`config.mk`:
```
export PLATFORM = sky130hd
export DESIGN_NAME = paddle_ctrl
export DESIGN_NICKNAME = d
export VERILOG_FILES = /design/src/rtl/paddle_ctrl.sv
export SDC_FILE = /design/constraint.sdc
export NUM_CORES = 1
export LEC_CHECK = 0
export CAP_MARGIN = 25
export CORE_MARGIN = 5
export CORE_UTILIZATION = 63
export CTS_BUF_LIST = sky130_fd_sc_hd__clkbuf_8
export CTS_CLUSTER_SIZE = 16
export DETAILED_ROUTE_END_ITERATION = 12
export PLACE_DENSITY = 0.88
export SYNTH_ARGS = -nofsm -noshare
export SYNTH_HDL_FRONTEND = slang
export SYNTH_SLANG_ARGS = --single-unit
```
`constraint.sdc`:
```
create_clock -name clk -period 10.39 [get_ports clk]
set_input_delay 2.078 -clock clk [delete_from_list [all_inputs] [get_ports clk]]
set_output_delay 2.078 -clock clk [all_outputs]
set_load 0.01 [all_outputs]
```
`src/rtl/paddle_ctrl.sv`:
```
// paddle_ctrl: paddle X-position controller for the brick-breaker game.
// Held left/right key levels move the paddle once per game tick, with stepped
// acceleration up to MAX_SPEED and clamping at MIN_X / MAX_X.
// Optional build macro PADDLE_INERTIA_EN adds a BRAKE state (coast-down).
module paddle_ctrl #(
   parameter int unsigned MIN_X       = 0,
   parameter int unsigned MAX_X       = 560,
   parameter int unsigned CENTER_X    = 280,
   parameter int unsigned MAX_SPEED   = 8,
   parameter int unsigned ACCEL_TICKS = 4
) (
   input  logic       clk,
   input  logic       rst,
   input  logic       tick,
   input  logic       key_left,
   input  logic       key_right,
   input  logic       freeze,
   output logic [9:0] board_x,
   output logic [3:0] speed,
   output logic [1:0] dir,
   output logic       at_wall
);

   localparam int unsigned ACC_W = $clog2(ACCEL_TICKS);

   localparam logic [9:0]       MIN10    = 10'(MIN_X);
   localparam logic [9:0]       MAX10    = 10'(MAX_X);
   localparam logic [9:0]       CENTER10 = 10'(CENTER_X);
   localparam logic [10:0]      MIN11    = 11'(MIN_X);
   localparam logic [10:0]      MAX11    = 11'(MAX_X);
   localparam logic [3:0]       MAX_S    = 4'(MAX_SPEED);
   localparam logic [ACC_W-1:0] ACC_ONE  = ACC_W'(1);
   localparam logic [ACC_W-1:0] ACC_LAST = ACC_W'(ACCEL_TICKS - 1);

   typedef enum logic [1:0] {
      S_IDLE  = 2'b00,
      S_LEFT  = 2'b01,
      S_RIGHT = 2'b10,
      S_BRAKE = 2'b11
   } state_t;

   state_t           state, state_n;
   logic [ACC_W-1:0] acc, acc_n;
   logic [9:0]       x_n;
   logic [3:0]       spd_n;
   logic [3:0]       step_s;
   logic [3:0]       accel_s;
   logic [ACC_W-1:0] accel_acc;
   logic             l_only, r_only;
   logic             mv, mv_left, fresh, clamped;
   logic [10:0]      bx11, s11, sum11;
`ifdef PADDLE_INERTIA_EN
   logic             brk_left, brk_left_n;
`endif

   assign l_only  = key_left & ~key_right;
   assign r_only  = key_right & ~key_left;
   assign dir     = state;
   assign at_wall = (board_x == MIN10) || (board_x == MAX10);

   // Next-state, next-speed and next-position decision for one game tick.
   // The entry tick into a MOVE state counts as the first held tick, so acc
   // starts at 1 there. A speed-1 entry move that hits the wall is clamped
   // but keeps MOVE; only an ongoing move that clamps drops back to IDLE,
   // which makes a held key at the wall alternate IDLE / MOVE.
   always_comb begin
      state_n = state;
      acc_n   = acc;
      step_s  = speed;
      mv      = 1'b0;
      mv_left = 1'b0;
      fresh   = 1'b0;
      clamped = 1'b0;
`ifdef PADDLE_INERTIA_EN
      brk_left_n = brk_left;
`endif
      if (acc == ACC_LAST) begin
         accel_acc = '0;
         accel_s   = (speed >= MAX_S) ? MAX_S : speed + 4'd1;
      end else begin
         accel_acc = acc + ACC_ONE;
         accel_s   = speed;
      end

      case (state)
         S_IDLE: begin
            if (l_only || r_only) begin
               state_n = l_only ? S_LEFT : S_RIGHT;
               step_s  = 4'd1;
               acc_n   = ACC_ONE;
               mv      = 1'b1;
               mv_left = l_only;
               fresh   = 1'b1;
            end
         end
         S_LEFT, S_RIGHT: begin
            if ((state == S_LEFT) ? l_only : r_only) begin
               step_s  = accel_s;
               acc_n   = accel_acc;
               mv      = 1'b1;
               mv_left = (state == S_LEFT);
            end
`ifdef PADDLE_INERTIA_EN
            else if (speed > 4'd1) begin
               state_n    = S_BRAKE;
               brk_left_n = (state == S_LEFT);
               step_s     = speed - 4'd1;
               mv         = 1'b1;
               mv_left    = (state == S_LEFT);
            end else begin
               state_n = S_IDLE;
               step_s  = '0;
               acc_n   = '0;
            end
`else
            else if ((state == S_LEFT) ? r_only : l_only) begin
               state_n = (state == S_LEFT) ? S_RIGHT : S_LEFT;
               step_s  = 4'd1;
               acc_n   = ACC_ONE;
               mv      = 1'b1;
               mv_left = (state == S_RIGHT);
               fresh   = 1'b1;
            end else begin
               state_n = S_IDLE;
               step_s  = '0;
               acc_n   = '0;
            end
`endif
         end
`ifdef PADDLE_INERTIA_EN
         S_BRAKE: begin
            if (brk_left ? l_only : r_only) begin
               state_n = brk_left ? S_LEFT : S_RIGHT;
               acc_n   = '0;
               mv      = 1'b1;
               mv_left = brk_left;
            end else if (speed > 4'd1) begin
               step_s  = speed - 4'd1;
               mv      = 1'b1;
               mv_left = brk_left;
            end else begin
               state_n = S_IDLE;
               step_s  = '0;
               acc_n   = '0;
            end
         end
`endif
         default: begin
            state_n = S_IDLE;
            step_s  = '0;
            acc_n   = '0;
         end
      endcase

      bx11  = {1'b0, board_x};
      s11   = {7'b0, step_s};
      sum11 = bx11 + s11;
      x_n   = board_x;
      if (mv) begin
         if (mv_left) begin
            if (bx11 < MIN11 + s11) begin
               x_n     = MIN10;
               clamped = 1'b1;
            end else begin
               x_n = board_x - {6'b0, step_s};
            end
         end else begin
            if (sum11 > MAX11) begin
               x_n     = MAX10;
               clamped = 1'b1;
            end else begin
               x_n = sum11[9:0];
            end
         end
      end

      spd_n = step_s;
      if (clamped && !fresh) begin
         state_n = S_IDLE;
         spd_n   = '0;
         acc_n   = '0;
      end
   end

   // State registers advance only on an unfrozen tick.
   always_ff @(posedge clk or negedge rst) begin
      if (!rst) begin
         state   <= S_IDLE;
         board_x <= CENTER10;
         speed   <= '0;
         acc     <= '0;
`ifdef PADDLE_INERTIA_EN
         brk_left <= 1'b0;
`endif
      end else if (tick && !freeze) begin
         state   <= state_n;
         board_x <= x_n;
         speed   <= spd_n;
         acc     <= acc_n;
`ifdef PADDLE_INERTIA_EN
         brk_left <= brk_left_n;
`endif
      end
   end

endmodule

```
==> out/qor.log <==
INFO  clocking       htree_num_levels=1
INFO  clocking       cts_sinks=18
INFO  worst_hold_path worstHoldPathType=reg2reg
INFO  worst_hold_path holdPathEnd=board_x[3]$_DFFE_PN1P_
INFO  layout         fraction_of_layout_cells_with_a_size_suffix_above_1=10.3%
INFO  routing        drt_drc_violations_left=0
INFO  routing        ant_nets=0
INFO  sta            grt_setup_unrepaired=no
INFO  floorplanning  core-area=0.00305sqmm
INFO  placed_design  placed_area=0.00223sqmm
INFO  yosys          postSynth.topFlopCell=sky130_fd_sc_hd__dfrtp_1
INFO  yosys          synth_enable_flop_cells=0
INFO  clocking       cts.clk_slew.worst_paths=80ps
INFO  power_and_ir_drop internal_power=0.000270W
INFO  power_and_ir_drop sw_frac_of_total=46.8%
INFO  floorplanning  floorplan.io_pins=23
INFO  grt            grt_max_degree=20
INFO  routing        wl_per_cell=16.2microns
INFO  worst_hold_path hold_path_depth=2
INFO  floorplanning  chipWidth=66.5microns
INFO  clocking       cts_root_buf=sky130_fd_sc_hd__clkbuf_8
INFO  clocking       cts_tree=yes
INFO  critical_path  crit_path_start_kind=input pin
INFO  power_and_ir_drop p_switching=0.000238W
INFO  sta            layout_min_cycle_time=5850ps
INFO  power_and_ir_drop static-leakage-power=0.898nW
INFO  critical_path  reg2reg_to=board_x[5]$_DFFE_PN0P_
INFO  layout         finish.instance_area=0.00229sqmm
INFO  placed_design  place.port_buffers=22
INFO  clocking       post_cts.resized_instances=0
INFO  critical_path  cp_cell_sequence=clkdlybuf4s50_1 -> inv_1 -> ha_1 -> mux2_2 -> nand2_1 -> or4_1 -> a21o_1 -> ha_1 -> nor2b_1 -> a211oi_4 -> mux2i_1 -> o211ai_2 -> o21ai_2 -> and3_1 -> o221ai_1
INFO  yosys          ys_async_sr_fraction=100%
INFO  critical_path  crit_slowest_cell=sky130_fd_sc_hd__or4_1
INFO  critical_path  crit_fanout=10
INFO  sta            final_max_slew_viol_count=0
INFO  placed_design  place_inst=293
INFO  sta            worstMarginPinSlew=842ps
INFO  sta            max-slew-margin-rel=43.7%
INFO  yosys          post_syn_area_per_cell=8.38squm
INFO  critical_path  ff2ff_path_depth=14
INFO  sta            fin_hold_viols=0
INFO  power_and_ir_drop worst_vdd_rail_ir_drop=0.112mV
INFO  critical_path  crit_arrival=5980ps
INFO  yosys          netlist.area_leader.share=18.7%
INFO  grt            first_global_vias=1,760
INFO  sta            timing.hold.ws=506ps
INFO  clocking       post-cts-setup-buffers=0
INFO  routing        detailedRoute.firstIterationViolations=207
INFO  layout         layout-area-overhead-vs-synth=13.8%
INFO  power_and_ir_drop p_clk_share=11.4%
INFO  grt            global_route.overflow_total=0
INFO  yosys          yosysWarnings=0
INFO  layout         layout.nets=279
INFO  routing        pre_antenna_drt_iters=4
INFO  clocking       cts_max_path_buffers=2
INFO  clocking       post_cts_hold_buffer_count=0
INFO  grt            grt_first_pass_wirelength=8.17mm
INFO  critical_path  critPathMaxStageDelay=480ps
INFO  layout         sequential_cell_area=454squm
INFO  yosys          synth.cell_area=0.00201sqmm
INFO  placed_design  gpl.final_weighted_congestion=0.958
INFO  layout         number_of_non_filler_instances_in_the_completed_layout=297
INFO  yosys          number_of_different_library_cells_in_the_post_synthesis_netlist=66
INFO  placed_design  dp_hpwl=3.57mm
INFO  critical_path  endpoint_kind=flip-flop
INFO  critical_path  startpoint_of_the_most_critical_register_to_register_path=dir[1]$_DFFE_PN0P_
INFO  yosys          netlist_top_cells_area=sky130_fd_sc_hd__dfrtp_1, sky130_fd_sc_hd__ha_1, sky130_fd_sc_hd__dfstp_2
INFO  yosys          synth-seq-area-share=22.6%
INFO  floorplanning  die_h=66.5microns
INFO  grt            grt_total_usage=23.3%
INFO  grt            grt_antenna_before_repair=0
INFO  clocking       cts_buffers=3
INFO  critical_path  r2r_setup_slack=6380ps
INFO  yosys          syn_nets=265
INFO  yosys          synth.ff_latch_count=18
INFO  routing        total_via_count_after_detailed_routing=1,904
INFO  run_status     run_status=finished, final reports clean
INFO  floorplanning  num_rows=20
INFO  sta            setup-violations-final=0
INFO  sta            setup_total_negative_slack=0ps
INFO  layout         layout.core_utilization=74.9%
INFO  sta            clock.fmax=171MHz
INFO  yosys          largest_area_contributor_in_the_netlist=sky130_fd_sc_hd__dfrtp_1
INFO  layout         diodes=0
INFO  critical_path  worst-endpoint-required=10,510ps
INFO  layout         multi_input_comb_area=0.00144sqmm
INFO  power_and_ir_drop p_per_area=222mW/mm^2
INFO  routing        drt-total-wl=4.80mm
INFO  clocking       clock_insertion_delay_at_the_later_pin_of_the_skew_report=260ps
INFO  critical_path  timing_worst_setup_path_type=in2reg
INFO  power_and_ir_drop seqPwrFrac=26.2%
INFO  routing        vias_per_cell=6.41
INFO  flow_run       drv_cap=0
INFO  critical_path  timing.critical_path.mode_cell=sky130_fd_sc_hd__ha_1
INFO  floorplanning  initial_utilization=65.9%
INFO  power_and_ir_drop share_comb_of_total_power=62.4%
INFO  floorplanning  design.die.area=0.00442sqmm
INFO  layout         fillCellCount=252
INFO  sta            final_min_period_over_clock_period=56.4%
INFO  worst_hold_path min-delay-start=board_x[3]$_DFFE_PN1P_
INFO  sta            layout_skew=10.9ps
INFO  yosys          netlist_instances=240
[worst max-delay path: cells and delay by family]
kind | cells | cell delay, ps
multiplexers | 2 | 510
AND/OR/NAND/NOR | 4 | 1030
AO/OA/AOI/OAI | 5 | 1140
adder cells (fa/ha/maj) | 2 | 700
buffers and inverters | 2 | 520
[cells in the final DEF, fill, tap and decap left out, drive strengths merged, types with 2 or more instances in the layout]
cell type,count
o21ai,23
clkdlybuf4s50,22
inv,17
ha,17
dfrtp,15
nand2,14
nor2b,12
nor2,10
nand3,9
nand2b,7
a31oi,7
a21oi,7
xnor2,6
a21o,5
or2,5
and3,5
or4,4
a22o,4
clkbuf,4
a21boi,4
o211ai,4
nor3,4
dfstp,3
a211oi,3
nor3b,3
o21ba,3
a32oi,2
or3,2
nand4b,2
o31a,2
o21a,2
nand4,2
o22ai,2
fa,2
[power by group through the flow]
stage	Sequential, W	Combinational [W]	Clock, W
finish	0.000133	0.000317	0.0000580
global route	0.000139	0.000347	0.0000621
CTS	0.000133	0.000312	0.0000582
detailed placement	0.000133	0.000310	0
global placement	0.000133	0.000304	0
floorplan	0.000121	0.000233	0
[synth_stat cells, drive strengths merged (5+ instances only)]
library cell / instances
ha: 17
nor2: 10
a31oi: 7
nor2b: 12
inv: 17
xnor2: 6
and3: 5
buf: 5
dfrtp: 15
nand2b: 7
nand3: 9
or2: 5
a21o: 5
nand2: 14
o21ai: 23
a21oi: 7
clkbuf: 8
[kinds of logic after synthesis]
kind of cell / count (synthesis) / share of synthesized area, %
buffers and inverters: 30 / 5.85
adders and majority gates: 19 / 12.6
DFF: 18 / 22.6
and+or+nand+nor: 83 / 24.3
xor gates and xnor gates: 6 / 2.61
AOI/OAI and AO/OA: 82 / 31.0
muxes: 2 / 1.06
[registers in the layout, indices dropped and copies added (netlist names)]
register / flops
board_x: 10
acc: 2
dir: 2
speed: 4
[layer usage]
layer	vias up	GRT usage [%]	wire length (microns)
met1	896	32.6	2110
met2	89	38.5	2340
met5	-	0	0
li1	907	-	-
met3	12	1.01	277
met4	0	7.61	79
[final cells by class]
cell class              count  share of cell area (%)
clock buffers               4                    2.41
multi-input cells         192                    62.9
flip-flops and latches     18                    19.9
repair buffers             22                    9.63
inverters                  17                    2.79
well taps                  44                    2.41
[stage by stage]
| step | power [W] | worst slack, ps |
|---|---|---|
| after detailed placement | 0.000443 | 4360 |
| after CTS | 0.000503 | 4590 |
| final | 0.000509 | 4540 |
| after floorplan | 0.000354 | 5220 |
| after global placement | 0.000437 | 4400 |
| after global routing | 0.000548 | 4370 |
[worst max path at each step]
| stage | start | to | slack [ps] | cells after the start |
|---|---|---|---|---|
| 3_3_place_gp | key_left | board_x[5]$_DFFE_PN0P_ | 4400 | 14 |
| 3_5_place_dp | key_right | board_x[5]$_DFFE_PN0P_ | 4360 | 15 |
| 2_1_floorplan | key_right | board_x[5]$_DFFE_PN0P_ | 5220 | 15 |
| 4_1_cts | key_right | board_x[5]$_DFFE_PN0P_ | 4590 | 15 |
| 5_1_grt | key_right | board_x[5]$_DFFE_PN0P_ | 4370 | 15 |
| 6_report | key_right | board_x[5]$_DFFE_PN0P_ | 4540 | 15 |
No activity file was read; power rests on OpenSTA's default activity.
